<file path="src/rtl/buffer_drain_if.sv">
// Handshake bundle for buffer_drain: FWFT FIFO read port on one side,
// valid/ready output stream on the other.
interface buffer_drain_if #(
  parameter int WIDTH = 16
);
  logic             fifo_empty;
  logic [WIDTH-1:0] fifo_data;
  logic             fifo_read_en;
  logic             out_valid;
  logic             out_ready;
  logic [WIDTH-1:0] out_data;
  logic             out_last;

  // The drain controller sits on the slave side; the FIFO and consumer drive the master side.
  modport slave (
    input  fifo_empty, fifo_data, out_ready,
    output fifo_read_en, out_valid, out_data, out_last
  );

  modport master (
    output fifo_empty, fifo_data, out_ready,
    input  fifo_read_en, out_valid, out_data, out_last
  );
endinterface

</file>
<file path="src/rtl/buffer_drain.sv">
// Read-side drain controller: pops a FWFT FIFO in fixed-length bursts into a
// 2-entry skid buffer so the pop strobe never depends on out_ready.
module buffer_drain #(
  parameter int WIDTH     = 16,
  parameter int BURST_LEN = 4
) (
  input  logic            clk,
  input  logic            rst_n,
  input  logic            drain_en,
  buffer_drain_if.slave   bus,
  output logic            busy,
  output logic            burst_done
);

  localparam int CNT_W = $clog2(BURST_LEN);

  typedef enum logic {
    IDLE  = 1'b0,
    BURST = 1'b1
  } state_e;

  typedef struct packed {
    logic [WIDTH-1:0] data;
    logic             last;
  } entry_t;

  state_e           state_q, state_d;
  logic [1:0]       occ_q, occ_d;
  logic [CNT_W-1:0] beat_cnt_q, beat_cnt_d;
  entry_t           ent0_q, ent0_d;
  entry_t           ent1_q, ent1_d;

  logic   pop;
  logic   hs;
  logic   pop_last;
  entry_t new_ent;

  // Pop depends only on registered state and the FIFO flag, never on out_ready.
  assign pop      = (state_q == BURST) && !bus.fifo_empty && (occ_q < 2'd2);
  assign pop_last = pop && (beat_cnt_q == CNT_W'(BURST_LEN - 1));
  assign hs       = bus.out_valid && bus.out_ready;
  assign new_ent  = '{data: bus.fifo_data, last: pop_last};

  assign bus.fifo_read_en = pop;
  assign bus.out_valid    = (occ_q != 2'd0);
  assign bus.out_data     = ent0_q.data;
  assign bus.out_last     = bus.out_valid && ent0_q.last;
  assign burst_done       = hs && ent0_q.last;
  assign busy             = (state_q != IDLE) || (occ_q != 2'd0);

  // NOTE: every always_comb output gets a default first so no path infers a latch.
  always_comb begin
    state_d    = state_q;
    beat_cnt_d = beat_cnt_q;
    unique case (state_q)
      IDLE:  if (drain_en && !bus.fifo_empty) state_d = BURST;
      BURST: if (pop_last) state_d = IDLE;
      default: state_d = IDLE;
    endcase
    if (pop) begin
      beat_cnt_d = pop_last ? '0 : beat_cnt_q + CNT_W'(1);
    end
  end

  // Skid buffer: in-order, entry 0 is the head; entry 1 shifts forward on handshake.
  always_comb begin
    occ_d  = occ_q;
    ent0_d = ent0_q;
    ent1_d = ent1_q;
    unique case ({pop, hs})
      2'b10: begin
        occ_d = occ_q + 2'd1;
        if (occ_q == 2'd0) ent0_d = new_ent;
        else               ent1_d = new_ent;
      end
      2'b01: begin
        occ_d  = occ_q - 2'd1;
        ent0_d = ent1_q;
      end
      // A pop only happens with occ < 2 and a handshake needs occ > 0, so occ is 1 here.
      2'b11:   ent0_d = new_ent;
      default: ;
    endcase
  end

  // NOTE: sequential state uses non-blocking assignments so every flop samples pre-edge values.
  // NOTE: the skid data is reset too, since out_data must read 0 during reset.
  always_ff @(posedge clk or negedge rst_n) begin
    if (!rst_n) begin
      state_q    <= IDLE;
      occ_q      <= 2'd0;
      beat_cnt_q <= '0;
      ent0_q     <= '0;
      ent1_q     <= '0;
    end else begin
      state_q    <= state_d;
      occ_q      <= occ_d;
      beat_cnt_q <= beat_cnt_d;
      ent0_q     <= ent0_d;
      ent1_q     <= ent1_d;
    end
  end

endmodule

</file>
<file path="src/flat_wrapper.sv">
// flat-port wrapper written by rule: the top's interface ports become plain ports
module buffer_drain_flat 
#(
  parameter int WIDTH     = 16,
  parameter int BURST_LEN = 4
)
  (clk, rst_n, drain_en, busy, burst_done, bus_fifo_empty, bus_fifo_data, bus_out_ready, bus_fifo_read_en, bus_out_valid, bus_out_data, bus_out_last);
  buffer_drain_if #(.WIDTH(WIDTH)) bus_i ();
  input  logic clk;
  input  logic rst_n;
  input  logic drain_en;
  output logic busy;
  output logic burst_done;
  input wire logic [$bits(bus_i.fifo_empty)-1:0] bus_fifo_empty;
  input wire logic [$bits(bus_i.fifo_data)-1:0] bus_fifo_data;
  input wire logic [$bits(bus_i.out_ready)-1:0] bus_out_ready;
  output wire logic [$bits(bus_i.fifo_read_en)-1:0] bus_fifo_read_en;
  output wire logic [$bits(bus_i.out_valid)-1:0] bus_out_valid;
  output wire logic [$bits(bus_i.out_data)-1:0] bus_out_data;
  output wire logic [$bits(bus_i.out_last)-1:0] bus_out_last;
  assign bus_i.fifo_empty = bus_fifo_empty;
  assign bus_i.fifo_data = bus_fifo_data;
  assign bus_i.out_ready = bus_out_ready;
  assign bus_fifo_read_en = bus_i.fifo_read_en;
  assign bus_out_valid = bus_i.out_valid;
  assign bus_out_data = bus_i.out_data;
  assign bus_out_last = bus_i.out_last;
  buffer_drain #(.WIDTH(WIDTH), .BURST_LEN(BURST_LEN)) u_core (.clk(clk), .rst_n(rst_n), .drain_en(drain_en), .bus(bus_i), .busy(busy), .burst_done(burst_done));
endmodule
</file>
<file path="config.mk">
export PLATFORM = sky130hd
export DESIGN_NAME = buffer_drain_flat
export DESIGN_NICKNAME = d
export VERILOG_FILES = /design/src/rtl/buffer_drain_if.sv /design/src/rtl/buffer_drain.sv /design/src/flat_wrapper.sv
export SDC_FILE = /design/constraint.sdc
export NUM_CORES = 1
export LEC_CHECK = 0
export ABC_AREA = 1
export CAP_MARGIN = 40
export CORE_MARGIN = 1
export CORE_UTILIZATION = 30
export DETAILED_ROUTE_END_ITERATION = 10
export PLACE_DENSITY = 0.58
export SYNTH_ARGS = -nofsm -noshare
export SYNTH_HDL_FRONTEND = slang
export SYNTH_SLANG_ARGS = --single-unit
</file>
<file path="constraint.sdc">
create_clock -name clk -period 2.3 [get_ports clk]
set_input_delay 0.46 -clock clk [delete_from_list [all_inputs] [get_ports clk]]
set_output_delay 0.46 -clock clk [all_outputs]
set_load 0.1 [all_outputs]
</file>
==> run metrics, run 1 <==
status finished, final reports clean; Post-Syn Instances about 240; synthesized area roughly 2000 sq um; CTS H-Tree Depth 2; Top-Level Pins 42; crit path DAT between 1.5 and 2 ns; critical path class primary input to output pin; initial antenna violation count 0; DRC Markers 0; first-pass GRT wire length 6.60 mm; # diodes 0; Setup crit start kind primary input; Yosys cell types 22; number of CTS-inserted buffers 5; worst-margin pin slew about 0.38 ns; die width slightly above 80 um; synth warn 0; largest net degree at the start of global routing 35; dpl ws around 0.22 ns; HPWL Detailed around 2.8 mm; register area share after synthesis slightly below 50%; post-route cell area 2420 sq um; largest area contributor in the netlist dfrtp_1; 1st-pass router iterations 5; Worst Slack Setup Final about 0.31 ns; crit path to bus_fifo_read_en; most frequent cells in the layout 74 x nand2_1, 39 x dfrtp_1, 24 x inv_1, 24 x buf_4; commonest non-fill, non-tap cell in the layout nand2_1; setup repair bufs after CTS 0; Top delay family on crit path buffers and inverters; Final Cycle Share between 80 and 90%; die height just over 80 um; Clock Tree Root clkbuf_8; Final setup viols 0; PostCTS Resize Cnt 0; Hold Fails Final Rpt 0; CP cell instances clkdlybuf4s50_1, nor3_4, buf_4, buf_12; min cycle time layout 1.99 ns; top cells by area, synth dfrtp_1 50%, nand2_1 14%, o21ai_0 9.1%, buf_4 6.5%, inv_1 4.8%; CP max stage cell clkdlybuf4s50_1; drt initial violations around 120; fin. max-slew vios 0; full die area 6890 sq um; Initial Util 31.0%; Buf/Inv on CP 3; worst skew pair latency between 0.2 and 0.3 ns; Rows 29; Routed Antenna Nets 0; depth of the worst register-to-register path 9; synthesized net count 260; CP Depth 4; wire per inst about 11 um; CTS tree yes; crit path from bus_fifo_empty; Port Buffers 41; Max Cap Viol 0; clock skew 0.00243 ns; r2r startpoint u_core.occ_q[0]; gp weighted congestion between 0.7 and 0.8; Synth top area share about half; total placed instance area 2320 sq um; Non-Filler Instances approximately 340; synthesis-stage register bit count 39; hold_buf cts 0; final WL 3.76 mm; Worst Hold Class primary input to async pin; reg2reg setup slack ~0.49 ns; worst r2r dst u_core.bus.out_data[2]; CP required 1.84 ns; Core ar. between 6000 and 7000 sq um; Crit Path Max Fanout 8; via count roughly 1.5k; drt via density around 4.4; Cells after DPL ~330; CP peak stage delay between 0.4 and 0.5 ns; Worst slew margin about three quarters; maximum clock frequency between 500 and 600 MHz; Synth Area per Inst approximately 8.3 sq um; Area Overhead vs Synth 22.7%; vias in the first global route 1390; Setup crit end kind output pin; Clock Sinks 39; Global Route Usage Sum about an eighth; Overflow after GRT 0; Layout Nets between 200 and 300; Reg clk slew, reported paths around 0.07 ns; RSZ-0062 raised after global routing false; CTS Buffer Depth 2; share of layout cells above drive strength 1 between 15 and 20%
worst min path at each step:
stage | start | to
after floorplan | rst_n | u_core.beat_cnt_q[0]
final | rst_n | u_core.bus.out_data[9]
after global placement | u_core.beat_cnt_q[1] | u_core.beat_cnt_q[1]
after detailed placement | rst_n | u_core.bus.out_data[9]
after CTS | rst_n | u_core.bus.out_data[9]
after global routing | rst_n | u_core.bus.out_data[2]
Yosys cell counts, drive strengths merged:
| cell | n |
|---|---|
| a21oi | 3 |
| buf | 22 |
| clkbuf | 4 |
| clkdlybuf4s15 | 1 |
| dfrtp | 39 |
| ha | 3 |
| inv | 25 |
| nand2 | 78 |
| nand3 | 17 |
| nand4 | 1 |
| nor2 | 4 |
| nor3 | 1 |
| o21ai | 36 |
| xnor2 | 1 |
| xor2 | 1 |
routing by layer:
metal / GRT usage (%) / vias to the layer above / part of all wire (%) / routed length [um]
met2: 16.3 / 37 / 42 / 1560
li1: - / 777 / - / -
met5: 0 / - / 0 / 0
met3: 3.18 / 6 / 4.8 / 181
met1: 17.7 / 685 / 52 / 1960
met4: 4.23 / 0 / 1.5 / 57
registers in the layout (all words and copies together), names as in the netlist:
register             cells
u_core.bus.out_data     16
u_core.beat_cnt_q        2
u_core.occ_q             2
u_core.state_q           1
u_core.ent1_q           17
u_core.ent0_q            1
metrics by stage:
| stage | util [%] | hold slack, ns | TNS, ns |
|---|---|---|---|
| finish | 38.1 | 0.0809 | 0 |
| global route | 38.1 | 0.100 | 0 |
| detailed placement | 36.5 | 0.401 | 0 |
| floorplan | - | 0.164 | -1.11 |
| global placement | 36.2 | 0.461 | 0 |
| CTS | 38.1 | 0.0850 | 0 |
cell type report:
class                   count  area, sq um
fillers                   673         3930
flip-flops and latches     39          976
multi-input cells         145          712
repair buffers             47          435
clock buffers               8          100
inverters                  25         97.6
well taps                  77         96.3
kinds of logic after synthesis:
kind of cell / share of synthesized area [%]
and+or+nand+nor: 22.1
buffers and inverters: 15.6
AOI/OAI and AO/OA: 9.91
DFF: 49.6
adders and majority gates: 1.91
xor gates and xnor gates: 0.890
Power of run 1 is left out: the tool's default activity adds up to more than one toggle a clock period on the data nets, which glitch-free logic cannot reach.
==> inputs of run 2 (changes only) <==
--- a/config.mk
+++ b/config.mk
@@ -11,6 +11,7 @@
 export CORE_UTILIZATION = 30
 export DETAILED_ROUTE_END_ITERATION = 10
 export PLACE_DENSITY = 0.58
+export REMOVE_ABC_BUFFERS = 1
 export SYNTH_ARGS = -nofsm -noshare
 export SYNTH_HDL_FRONTEND = slang
 export SYNTH_SLANG_ARGS = --single-unit
==> run 2 against run 1 <==
Critical path depth did not move. Design area fell by 1.8%. Clock-buffer cell count did not move. First-iteration DRC count fell by 51%. Sequential share of layout area rose by 0.72 points. Via count fell by 1.4%. Die area did not move. Final cell count did not move. Flip-flop and latch count did not move. Highest routed layer unchanged.
==> run metrics, run 2 (same netlist as run 1, synthesis figures left out) <==
Initial Util 31.0%; Final Cycle Share between 80% and 90%; number of CTS-inserted buffers 5; Port Buffers just over 40; HPWL Detailed approximately 2.6 mm; CTS tree yes; most frequent cells in the layout 75 x nand2_1, 39 x dfrtp_1, 36 x o21ai_0; die width just over 80 um; PostCTS Resize Cnt 0; Global Route Usage Sum 11.8%; clock skew about 0.0031 ns; drt initial violations 58; maximum clock frequency 503 MHz; Final setup viols 0; vias in the first global route 1451; worst-margin pin slew between 0.4 and 0.5 ns; first-pass GRT wire length between 6 and 7 mm; commonest non-fill, non-tap cell in the layout nand2_1; gp weighted congestion ~0.76; largest net degree at the start of global routing 40; CP peak stage delay roughly 0.48 ns; crit path DAT around 1.5 ns; share of layout cells above drive strength 1 15.2%; die height slightly above 80 um; DRC Markers 0; Setup crit end kind output pin; max FFs per register 17; Overflow after GRT 0; via count ~1.5k; fin. max-slew vios 0; depth of the worst register-to-register path 8; r2r startpoint u_core.occ_q[0]; hold_buf cts 0; Top-Level Pins 42; CTS Buffer Depth 2; Cells after DPL roughly 330; Rows 29; Setup crit start kind primary input; status finished, final reports clean; setup repair bufs after CTS 0; Largest Register u_core.ent1_q; min cycle time layout around 2 ns; worst r2r dst u_core.occ_q[1]; CP required between 1.5 and 2 ns; Worst slew margin roughly 67%; Crit Path Max Fanout 8; Clock Sinks 39; Clock Tree Root clkbuf_8; # diodes 0; final WL 3.75 mm; initial antenna violation count 0; drt via density ~4.4; reg2reg setup slack around 0.46 ns; Area Overhead vs Synth 20.6%; Routed Antenna Nets 0; full die area 6890 sq um; Worst Hold Class primary input to async pin; Max Cap Viol 0; Non-Filler Instances roughly 340; RSZ-0062 raised after global routing false; CP max stage cell clkdlybuf4s50_1; CTS H-Tree Depth 2; Layout Nets about 290; wire per inst 11.0 um; 1st-pass router iterations 4; Hold Fails Final Rpt 0; critical path class primary input to output pin; CP cell instances clkdlybuf4s50_1, nor3_4, buf_4, buf_12; Core ar. roughly 6300 sq um; worst skew pair latency about 0.28 ns; Reg clk slew, reported paths about 0.070 ns
==> run 2: layout make-up <==
class | instances | area, sq um
Clock buffer | 8 | 100
Fill cell | 672 | 3980
Inverter | 25 | 93.8
Multi-Input combinational cell | 145 | 686
Sequential cell | 39 | 976
Tap cell | 77 | 96.3
Timing Repair Buffer | 47 | 423
==> run 2: worst max-delay path, delay by kind of cell <==
family / cells / cell delay (ns)
AND/OR/NAND/NOR: 1 / 0.20
buffers and inverters: 3 / 0.86
==> run 2: worst max path at each step <==
stage                          from                to  slack [ns]  cells past startpoint
detailed placement   bus_fifo_empty   u_core.occ_q[1]        0.21                      7
floorplan           u_core.occ_q[1]        burst_done       -1.25                      4
CTS                  bus_fifo_empty  bus_fifo_read_en        0.31                      4
finish               bus_fifo_empty  bus_fifo_read_en        0.31                      4
global route         bus_fifo_empty  bus_fifo_read_en        0.26                      4
global placement     bus_fifo_empty   u_core.occ_q[1]        0.23                      7
==> run 2: stage by stage <==
| step | hold WS [ns] | TNS [ns] | instance area (sq um) | worst slack, ns | utilization [%] |
|---|---|---|---|---|---|
| detailed placement | 0.470 | 0 | 2270 | 0.211 | 35.8 |
| floorplan | 0.164 | -20.21 | 1760 | -1.25 | - |
| CTS | 0.245 | 0 | 2370 | 0.306 | 37.4 |
| global placement | 0.466 | 0 | 2270 | 0.234 | 35.8 |
| finish | 0.218 | 0 | 2370 | 0.311 | 37.4 |
| global route | 0.269 | 0 | 2370 | 0.256 | 37.4 |
==> run 2: per-layer routing <==
| metal | up-vias | routed length [um] | track usage [%] |
|---|---|---|---|
| li1 | 772 | - | - |
| met1 | 678 | 1930 | 15.9 |
| met2 | 30 | 1630 | 18.7 |
| met3 | 4 | 164 | 3.08 |
| met4 | 0 | 30 | 3.29 |
| met5 | - | 0 | 0 |
Power of run 2 is left out for the same reason.
==> inputs of run 3 (changes only) <==
--- a/config.mk
+++ b/config.mk
@@ -5,7 +5,6 @@
 export SDC_FILE = /design/constraint.sdc
 export NUM_CORES = 1
 export LEC_CHECK = 0
-export ABC_AREA = 1
 export CAP_MARGIN = 40
 export CORE_MARGIN = 1
 export CORE_UTILIZATION = 30
==> run 3 against run 2 <==
Critical endpoint is now burst_done. Clock-buffer cell count down 2. Global-route usage down 0.80 points. Flip-flop and latch count did not move. Die area unchanged. Design area is 4.2% higher. Setup slack got worse by 0.043 ns. Non-clock buffer count is the same. Largest cell class unchanged. Register-to-register slack barely moved. Via count decreased by 25%. Clock skew up 0.0018 ns.
==> run metrics, run 3 <==
synthesis-stage register bit count 39; Main synth FF type dfrtp_1; share of layout cells above drive strength 1 just over 50%; CP required between 1.5 and 2 ns; Setup crit start kind register; CTS tree yes; DRC Markers 0; Crit Path Max Fanout 6; depth of the worst register-to-register path 6; Final Cycle Share 88.3%; synth warn 0; Initial Util slightly above 30%; min cycle time layout 2.03 ns; Synth top cells by count 41 x mux2_2, 39 x dfrtp_1, 18 x buf_4, 10 x mux2_4, 4 x inv_1; status finished, final reports clean; Worst Hold Class primary input to async pin; Synth Area in Simple Gates 2.92%; Hold Fails Final Rpt 0; Synth Area in Adders 1.91%; largest area contributor in the netlist dfrtp_1; Routed Antenna Nets 0; CTS Buffer Depth 2; full die area a little under 7000 sq um; Post-synth EDFFs 0; Largest Register u_core.ent1_q; worst skew pair latency 0.28 ns; maximum clock frequency between 400 and 500 MHz; most used routing layer met2; Buf/Inv on CP 2; drt via density around 4.5; first-pass GRT wire length between 6 and 7 mm; met3 Usage GRT roughly 4.2%; Setup crit end kind output pin; filler instances between 500 and 600; CP Depth 4; die height slightly above 80 um; Non-Filler Instances 247; grt met1 use approximately 15%; met2 Use GR approximately 16%; # diodes 0; CTS H-Tree Depth 2; commonest non-fill, non-tap cell in the layout mux2_2; Layout Nets 195; crit path DAT ~1.6 ns; via count between 1k and 1.5k; Final setup viols 0; Synth top area share around half; drt initial violations 41; die width 83.0 um; most frequent cells in the layout 41 x mux2_2, 39 x dfrtp_1, 19 x clkdlybuf4s50_1; FF+latch area ~980 sq um; Cells after DPL ~240; critical path class register to output pin; Core ar. between 6000 and 7000 sq um; Global Route Usage Sum between 10% and 20%; complex-gate fraction of the synthesized area around 3.5%; RSZ-0062 raised after global routing false; max FFs per register 17; gp weighted congestion approximately 0.71; CP peak stage delay roughly 0.47 ns; CP max stage cell dfrtp_1; largest net degree at the start of global routing 40; Top delay family on crit path simple AND/OR/NAND/NOR gates; synthesized area 1970 sq um; register area share after synthesis 49.6%; number of CTS-inserted buffers 5; Overflow after GRT 0; PostCTS Resize Cnt 0; area of the multi-input gates around 800 sq um; top-count cell post-synth mux2_2; Clock Sinks 39; worst hold margin ~0.50 ns; Area Overhead vs Synth 25.7%; Max Cap Viol 0; Rows 29; largest family of logic cells by synthesized area multiplexers; vias in the first global route between 1k and 1.5k; Async S/R FF share, synth between 90% and 100%; final WL ~3.4 mm; HPWL Detailed between 2 and 2.5 mm; 1st-pass router iterations 2; Top-Level Pins 42; xor/xnor cell area share of the yosys netlist 1.33%; Clock Tree Root clkbuf_8; Yosys cell types 24; top cells by area, synth dfrtp_1 50%, mux2_2 23%, mux2_4 7.6%, buf_4 6.9%, ha_1 1.9%; Synth Area per Inst around 14 sq um; clock skew a little under 0.005 ns; Worst slew margin approximately four fifths; Post-Syn Instances around 140; post-synthesis mux area share between 30 and 40%; CP cell instances nor2_1, inv_1, and3_1, buf_12; fin. max-slew vios 0; initial antenna violation count 0; wire per inst approximately 14 um; worst-margin pin slew between 0.2 and 0.3 ns; Port Buffers 41; Reg clk slew, reported paths 0.07 ns
## run 3: cell types whose count changed after synthesis, moves of 2 or more
cell      delta
inv_1       -21
mux2_4      +10
clkbuf_1     -2
o21ai_0     -35
clkbuf_8     -2
nand2_4      -2
mux2_2      +41
nand2_1     -73
nand3_1     -17
## run 3: final timing paths
kind / from / endpoint / slack (ns)
max: u_core.occ_q[0] / burst_done / 0.27
min: rst_n / u_core.bus.out_data[3] / 0.50
max reg2reg: u_core.occ_q[1] / u_core.bus.out_data[9] / 0.47
min reg2reg: u_core.ent1_q[0] / u_core.ent1_q[0] / 0.50
max in group asynchronous: rst_n / u_core.ent1_q[8] / 1.42
min in group clk: u_core.ent1_q[0] / u_core.ent1_q[0] / 0.50
## run 3: logic make-up after synthesis
group                    after synthesis
XOR/XNOR                               3
adder cells (fa/ha/maj)                3
AND/OR/NAND/NOR                       10
AO/OA/AOI/OAI                          7
multiplexers                          51
flip-flops                            39
buffers and inverters                 26
## run 3: metal layers
metal / vias to the layer above / wire length (um)
met5: - / 0
met2: 31 / 1610
met3: 4 / 181
met4: 0 / 31
li1: 520 / -
met1: 565 / 1600
## run 3: cell type report
| type | count | area share [%] |
|---|---|---|
| Sequential cell | 39 | 39.4 |
| Multi-Input combinational cell | 74 | 32.4 |
| Timing Repair Buffer | 47 | 20.7 |
| Tap cell | 77 | 3.89 |
| Clock buffer | 6 | 2.93 |
| Inverter | 4 | 0.607 |
## run 3: per-stage QoR
stage	TNS (ns)	util, %	area, sq um	worst slack [ns]
3_3_place_gp	0	37.4	2370	0.0790
5_1_grt	0	39.0	2470	0.189
2_1_floorplan	-27.43	-	1790	-0.921
6_report	0	39.0	2470	0.268
3_5_place_dp	0	37.4	2370	0.0599
4_1_cts	0	38.5	2440	0.249
## run 3: timing repair
item                                   4_1_cts  5_1_grt
hold buffers                                 0        1
buffers inserted                             0        0
endpoints found under the hold margin        0        1
Power of run 3 is left out for the same reason.
